==> config.mk <==
export PLATFORM = sky130hd
export DESIGN_NAME = seq_frac_divider
export DESIGN_NICKNAME = d
export VERILOG_FILES = /design/src/rtl/seq_frac_divider.sv
export SDC_FILE = /design/constraint.sdc
export NUM_CORES = 1
export LEC_CHECK = 0
export BUFFER_PORTS_ARGS = -buffer_cell sky130_fd_sc_hd__buf_2
export CAP_MARGIN = 30
export CELL_PAD_IN_SITES_DETAIL_PLACEMENT = 1
export CELL_PAD_IN_SITES_GLOBAL_PLACEMENT = 1
export CORE_MARGIN = 2
export CORE_UTILIZATION = 40
export CTS_CLUSTER_DIAMETER = 150
export CTS_CLUSTER_SIZE = 25
export DETAILED_ROUTE_END_ITERATION = 8
export PLACE_DENSITY = 0.7
export SLEW_MARGIN = 20
export SYNTH_ARGS = -nofsm -noshare
export SYNTH_HDL_FRONTEND = slang
export SYNTH_SLANG_ARGS = --single-unit
==> constraint.sdc <==
create_clock -name clk_i -period 2.9 [get_ports clk_i]
set_input_delay 0.435 -clock clk_i [delete_from_list [all_inputs] [get_ports clk_i]]
set_output_delay 0.435 -clock clk_i [all_outputs]
set_load 0.005 [all_outputs]
==> src/rtl/seq_frac_divider.sv <==
// rtl/seq_frac_divider.sv - fixed-latency restoring divider producing a saturated QW-bit fraction
module seq_frac_divider #(
  parameter int NW = 16,
  parameter int QW = 8
) (
  input  logic          clk_i,
  input  logic          nrst_i,
  input  logic          start_i,
  input  logic [NW-1:0] dividend_i,
  input  logic [NW-1:0] divisor_i,
  output logic          busy_o,
  output logic          done_o,
  output logic [QW-1:0] quotient_o,
  output logic          saturated_o,
  output logic          div_zero_o
);

  localparam int CW = $clog2(QW);

  typedef enum logic {
    IDLE = 1'b0,
    CALC = 1'b1
  } state_t;

  state_t        state_q;
  logic [NW:0]   rem_q;
  logic [NW:0]   rem_d;
  logic [NW-1:0] dvsr_q;
  logic [CW-1:0] cnt_q;
  logic [QW-1:0] qbits_q;
  logic [QW-1:0] qbits_d;
  logic          div_zero_n_q;
  logic          sat_n_q;
  logic          done_q;
  logic [QW-1:0] quotient_q;
  logic          saturated_q;
  logic          div_zero_q;

  logic [NW+1:0] rem_shift;
  logic          rem_ge;

  // One restoring step; the wide shift keeps the compare exact even when the
  // remainder starts at or above the divisor (saturated case, result discarded).
  always_comb begin
    rem_shift = {rem_q, 1'b0};
    rem_ge    = (rem_shift >= {2'b00, dvsr_q});
    rem_d     = (NW+1)'(rem_ge ? (rem_shift - {2'b00, dvsr_q}) : rem_shift);
    qbits_d   = QW'({qbits_q, rem_ge});
  end

  always_ff @(posedge clk_i or negedge nrst_i) begin
    if (!nrst_i) begin
      state_q      <= IDLE;
      rem_q        <= '0;
      dvsr_q       <= '0;
      cnt_q        <= '0;
      qbits_q      <= '0;
      div_zero_n_q <= 1'b0;
      sat_n_q      <= 1'b0;
      done_q       <= 1'b0;
      quotient_q   <= '0;
      saturated_q  <= 1'b0;
      div_zero_q   <= 1'b0;
    end else begin
      done_q <= 1'b0;
      case (state_q)
        IDLE: begin
          if (start_i) begin
            rem_q        <= {1'b0, dividend_i};
            dvsr_q       <= divisor_i;
            cnt_q        <= '0;
            qbits_q      <= '0;
            div_zero_n_q <= (divisor_i == '0);
            sat_n_q      <= (dividend_i >= divisor_i);
            state_q      <= CALC;
          end
        end
        CALC: begin
          rem_q   <= rem_d;
          qbits_q <= qbits_d;
          cnt_q   <= cnt_q + CW'(1);
          if (cnt_q == CW'(QW - 1)) begin
            done_q  <= 1'b1;
            state_q <= IDLE;
            if (div_zero_n_q) begin
              quotient_q  <= '1;
              saturated_q <= 1'b1;
              div_zero_q  <= 1'b1;
            end else if (sat_n_q) begin
              quotient_q  <= '1;
              saturated_q <= 1'b1;
              div_zero_q  <= 1'b0;
            end else begin
              quotient_q  <= qbits_d;
              saturated_q <= 1'b0;
              div_zero_q  <= 1'b0;
            end
          end
        end
        default: state_q <= IDLE;
      endcase
    end
  end

  assign busy_o      = (state_q == CALC);
  assign done_o      = done_q;
  assign quotient_o  = quotient_q;
  assign saturated_o = saturated_q;
  assign div_zero_o  = div_zero_q;

endmodule

==> results.md, run 1 <==
* Clock latency on the worst-skew pair at 350 ps
* Worst slew pin tran at 665.1 ps
* Die W at 98.67 um
* DIE AREA at 9735 um2
* Slew headroom at 55.61%
* GR peak layer: met2
* Worst hold-check path type: input port to async pin
* Max rail drop VDD at 0.0003838 V
* Placer Congestion at 0.8159
* Unrepaired setup endpoints after global routing: false
* WL/cell at 17.33 um
* Synth Cell Area at 3585 um2
* Total number of vias at 3,027
* WP buf/inv at 2
* Vias in the first global route at 3,226
* Multi-input gate area at 1968 um2
* H-Tree Depth at 3
* Clock Skew at 9.387 ps
* Clock-pin slew on the worst setup and hold paths at 80 ps
* Max-Cap Viols at 0
* Dpl hpwl at 7080 um
* Slowest-stage cell, CP: o211ai_4
* Syn. warnings at 0
* WL final at 9496 um
* Clock Path Buffers at 2
* Initial Util at 41.10%
* Layout net count at 505
* Synth Register Bits at 57
* Largest net degree at the start of global routing at 58
* Max incr delay on CP at 470 ps
* Syn_nets at 456
* Reg area at 1426 um2
* Power Density at 1289 nW/um2
* Endpoints failing setup at 0
* Worst Path Required at 3170 ps
* Initial antenna violation count at 0
* Detailed Route Iter0 Violations at 75
* Ports at 47
* Most used DFF post-synth: dfrtp_1
* Async set-reset flop share out of synthesis at 100.0%
* Delay-heaviest family, CP: compound AO/OA/AOI/OAI gates
* Yosys cell types at 50
* Slew Limit Fails at 0
* Post-Syn Instances at 386
* Vias/cell at 5.524
* IO Port Bufs at 46
* Remaining global-route overflow at 0
* Seq/Total Area, Yosys at 39.79%
* CTS Buf Count at 9
* Final TNS setup at 0 ps
* Antenna Violating Nets Remaining at 0
* Syn-to-layout area delta at 16.58%
* Commonest non-fill, non-tap cell in the layout: dfrtp_1
* Drt pass-1 iters at 4
* Fill count at 1,023
* GR Util met1 at 28.87%
* Worst-path maximum fanout at 14
* Setup bufs post-CTS at 0
* Worst path cell trace: inv_1, fa_1, nor2b_1, o21ai_2, nand2_2, a31oi_1, o211ai_4, inv_2, or3_1, a41oi_2
* Root Buffer: clkbuf_8
* FF-to-FF setup slack at 250 ps
* Cts hold-fix bufs at 0
* Number of synthesized flops with an enable pin at 0
* Diode count at 0
* Dpl ws at 300.5 ps
* Global-route wire length before repair at 16,300 um
* DRC at 0
* Leakage power at 2.023 nW
* Tcrit/Tclk final at 91.28%
* Clk sink count at 57
* CP endpoint kind: flop
* Tmin final at 2647 ps
* Setup ws final at 253.0 ps
* Share of layout cells above drive strength 1 at 17.27%
* Final hold vios at 0
* Row count at 34
* Total track usage at 21.33%
* Status: completed
* # resized after CTS at 0
* CTS tree: yes
* Crit path arrival time at 2910 ps
* Fmax at 0.3778 GHz
* Min Hold Slack at 73.88 ps
* Most frequent cells in the layout: 57 x dfrtp_1, 46 x nand2_1, 46 x buf_2
* Die height at 98.67 um
* Critical path launch point type: flop
* Core ar. at 8721 um2
* Syn Area/Cell at 9.287 um2
* Routing usage on met3 at 4.610%
* Kind of critical path: flop to flop
* M2 GR Usage at 34.69%
## worst reg2reg max path, stage by stage, from the launching register on
cell and delay [ps]:
dfrtp_1 400, inv_1 80, fa_1 430, nor2b_1 230, o21ai_2 100, nand2_2 100
a31oi_1 70, o211ai_4 470, inv_2 120, or3_1 380, a41oi_2 180
## area by class of cell
| type | count | share of cell area, % |
|---|---|---|
| Multi-Input combinational cell | 279 | 47.10 |
| Sequential cell | 57 | 34.13 |
| Timing Repair Buffer | 52 | 6.886 |
| Inverter | 36 | 3.234 |
| Tap cell | 108 | 3.234 |
| Clock buffer | 9 | 2.964 |
| Clock inverter | 7 | 2.455 |
## layer usage
layer	wire length (um)	vias up	part of all wire [%]
li1	-	1476	-
met1	4612	1496	49
met2	4472	46	47
met3	281	9	3.0
met4	129	0	1.4
met5	0	-	0
## where the power goes
group          leakage, nW  switching (mW)  total, mW  internal [mW]
sequential           0.672           0.247       1.43           1.18
clock                0.110           0.373      0.865          0.492
combinational         1.24            1.71       3.09           1.38
## metrics by stage
stage	std cells	instance area [um2]	power, mW	utilization, %
final	548	4179	5.388	47.92
after global routing	548	4179	5.917	47.92
after CTS	548	4179	5.445	47.92
after detailed placement	532	3953	4.535	45.32
after global placement	532	3953	4.418	45.32
after floorplan	386	3585	3.761	-
## path summary, 6_finish.rpt
path	from	endpoint	cells past startpoint
worst max register to register	rem_q[0]	rem_q[14]	10
worst max-delay path	rem_q[0]	rem_q[14]	10
worst min register to register	qbits_q[6]	quotient_o[7]	1
min in group clk_i	divisor_i[14]	dvsr_q[14]	3
max in group asynchronous	nrst_i	dvsr_q[4]	2
worst min-delay path	nrst_i	quotient_o[6]	2
## synth_stat cells, types with 8 or more instances
library cell  number  share of area, %
a21oi_1           15               2.1
dfrtp_1           57                40
o21ai_0           36               5.0
o22a_1             8               2.0
a31oi_1            8               1.4
clkbuf_1          10               1.0
mux2i_1           15               4.2
nand2_1           46               4.8
nor2b_1           10               1.7
a21o_1            15               3.1
nor2_1            11               1.2
inv_1             35               3.7
ha_1              34                12
## state kept, by name, summed over array words and instances (netlist names)
signal        cells
cnt_q             3
sat_n_q           1
saturated_o       1
div_zero_o        1
dvsr_q           16
quotient_o        8
done_o            1
rem_q            17
busy_o            1
div_zero_n_q      1
qbits_q           7
## kinds of logic after synthesis
logic type	synth area share, %
adder cells (fa/ha/maj)	12.43
AO/OA/AOI/OAI	22.72
XOR/XNOR	2.443
flip-flops	39.79
multiplexers	4.502
AND/OR/NAND/NOR	12.74
buffers and inverters	5.375
No activity file was read; power rests on OpenSTA's default activity.
==> run 2, diff against run 1 <==
CORE_MARGIN = not set   (was 2)
PLACE_DENSITY = 0.73   (was 0.7)
clock period = 2.4 ns   (was 2.9 ns; I/O delays follow)
==> run 2 against run 1 <==
Utilization grew 2.5 points; non-clock buffer count grew 12; final cell count grew 2.2%; register-to-register slack lost 140 ps; critical path depth is the same; clock power grew 12%; critical endpoint is now rem_q[13]; largest cell class unchanged; highest routed layer unchanged.
==> results.md, run 2 (synthesis results as in run 1) <==
* Most frequent cells in the layout: 57 x dfrtp_1, 46 x nand2_1, 46 x buf_2
* Detailed Route Iter0 Violations at 117
* CP endpoint kind: flop
* Worst path cell trace: ha_1, a21o_1, a21oi_2, nor2_1, nor3_2, o211ai_4, buf_4, o21a_1, a221oi_2, a21oi_1
* Global-route wire length before repair at 16,190 um
* Critical path launch point type: flop
* Row count at 34
* Cell total after placement at 541
* Fill count at 1,031
* Max-Cap Viols at 0
* Slew headroom at 51.64%
* Core ar. at 8678 um2
* Worst slew pin tran at 723.6 ps
* Max rail drop VDD at 0.0005999 V
* Total track usage at 21.71%
* Largest net degree at the start of global routing at 34
* Logic pwr share at 62.3%
* Clock share of power at 13.6%
* Delay-heaviest family, CP: compound AO/OA/AOI/OAI gates
* Power Density at 1638 nW/um2
* H-Tree Depth at 3
* Fin cells at 560
* Cts hold-fix bufs at 0
* Diode count at 0
* Final hold vios at 0
* Status: completed
* Worst-path maximum fanout at 6
* Worst r2r src: rem_q[10]
* Ports at 47
* CTS Buf Count at 9
* Slew Limit Fails at 0
* Drt pass-1 iters at 4
* Crit path arrival time at 2500 ps
* Seq pwr share at 24.1%
* Slowest-stage cell, CP: dfrtp_1
* Clock Skew at 14.37 ps
* Clock Path Buffers at 2
* IO Port Bufs at 46
* Crit path from: rem_q[10]
* Share of layout cells above drive strength 1 at 24.12%
* Internal power at 4.034 mW
* Switching power at 3.126 mW
* Fmax at 0.4375 GHz
* Worst Path Required at 2610 ps
* Layout net count at 517
* Initial antenna violation count at 0
* Commonest non-fill, non-tap cell in the layout: dfrtp_1
* Root Buffer: clkbuf_8
* WP buf/inv at 1
* Max incr delay on CP at 390 ps
* Sw Ratio at 43.66%
* Leakage power at 2.078 nW
* Vias/cell at 5.593
* Dpl hpwl at 7390 um
* Tmin final at 2286 ps
* DRC at 0
* Placer Congestion at 0.8465
* CTS tree: yes
* WL/cell at 18.29 um
* Clk sink count at 57
* Antenna Violating Nets Remaining at 0
* Clock-pin slew on the worst setup and hold paths at 70 ps
* Worst hold-check path type: input port to async pin
* WL final at 10,240 um
* Max reg flops at 17
* DIE AREA at 9344 um2
* Die height at 96.67 um
* Syn-to-layout area delta at 21.95%
* Largest register by flop count: rem_q
* Total number of vias at 3,132
* Vias in the first global route at 3,188
* Final TNS setup at 0 ps
* FF-to-FF setup slack at 110 ps
* Kind of critical path: flop to flop
* Initial Util at 41.31%
* Die W at 96.67 um
* Tcrit/Tclk final at 95.23%
* Endpoints failing setup at 0
* Clock latency on the worst-skew pair at 340 ps
* Remaining global-route overflow at 0
[run 2: worst reg2reg max path, stage by stage, from the launching register on]
cell      delay, ps
dfrtp_1         390
ha_1            320
a21o_1          180
a21oi_2         190
nor2_1          100
nor3_2          260
o211ai_4        140
buf_4           180
o21a_1          110
a221oi_2        230
a21oi_1          60
[run 2: power by group through the flow]
stage | Clock (mW) | Combinational (mW) | Sequential (mW)
final | 0.972 | 4.46 | 1.72
after global routing | 1.03 | 4.92 | 1.78
after CTS | 0.994 | 4.05 | 1.71
after detailed placement | 0 | 3.92 | 1.73
after global placement | 0 | 3.77 | 1.70
after floorplan | 0 | 2.89 | 1.66
[run 2: final timing paths]
| kind | endpoint | cells past startpoint |
|---|---|---|
| hold reg to reg | saturated_o | 1 |
| hold / removal | rem_q[11] | 1 |
| max in group asynchronous | quotient_o[2] | 2 |
| setup / recovery | rem_q[13] | 10 |
| min in group clk_i | dvsr_q[3] | 3 |
| setup reg to reg | rem_q[13] | 10 |
[run 2: stage by stage]
| step | hold WS, ps | area (um2) | total power [mW] | setup slack, ps | util, % |
|---|---|---|---|---|---|
| 3_3_place_gp | 432.3 | 4008 | 5.470 | 36.02 | 46.18 |
| 3_5_place_dp | 438.9 | 4013 | 5.650 | -31.17 | 46.24 |
| 4_1_cts | 71.13 | 4248 | 6.755 | 0.7330 | 48.95 |
| 6_report | 41.19 | 4372 | 7.160 | 114.4 | 50.37 |
| 2_1_floorplan | 64.41 | 3585 | 4.544 | 146.4 | - |
| 5_1_grt | 84.50 | 4372 | 7.728 | -33.14 | 50.37 |
[run 2: area by class of cell]
class / count / area, um2 / area share (%)
clock buffers: 11 / 151.4 / 3.463
clock inverters: 5 / 62.56 / 1.431
inverters: 36 / 135.1 / 3.091
multi-input cells: 279 / 2092 / 47.85
flip-flops and latches: 57 / 1426 / 32.63
well taps: 108 / 135.1 / 3.091
repair buffers: 64 / 369.1 / 8.443
[run 2: repair_timing]
action / CTS / global route
endpoints found under the setup margin: 2 / 7
setup buffers: 1 / 2
cloned: 0 / 0
gates resized for setup: 4 / 22
pin swaps: 0 / 8
[run 2: layer usage]
metal / wire length, um / share of wire, % / up-vias / track usage, %
li1: - / - / 1501 / -
met1: 4688 / 46 / 1568 / 29.18
met2: 5147 / 50 / 50 / 35.48
met3: 259 / 2.5 / 13 / 3.974
met4: 148 / 1.4 / 0 / 6.774
met5: 0 / 0 / - / 0
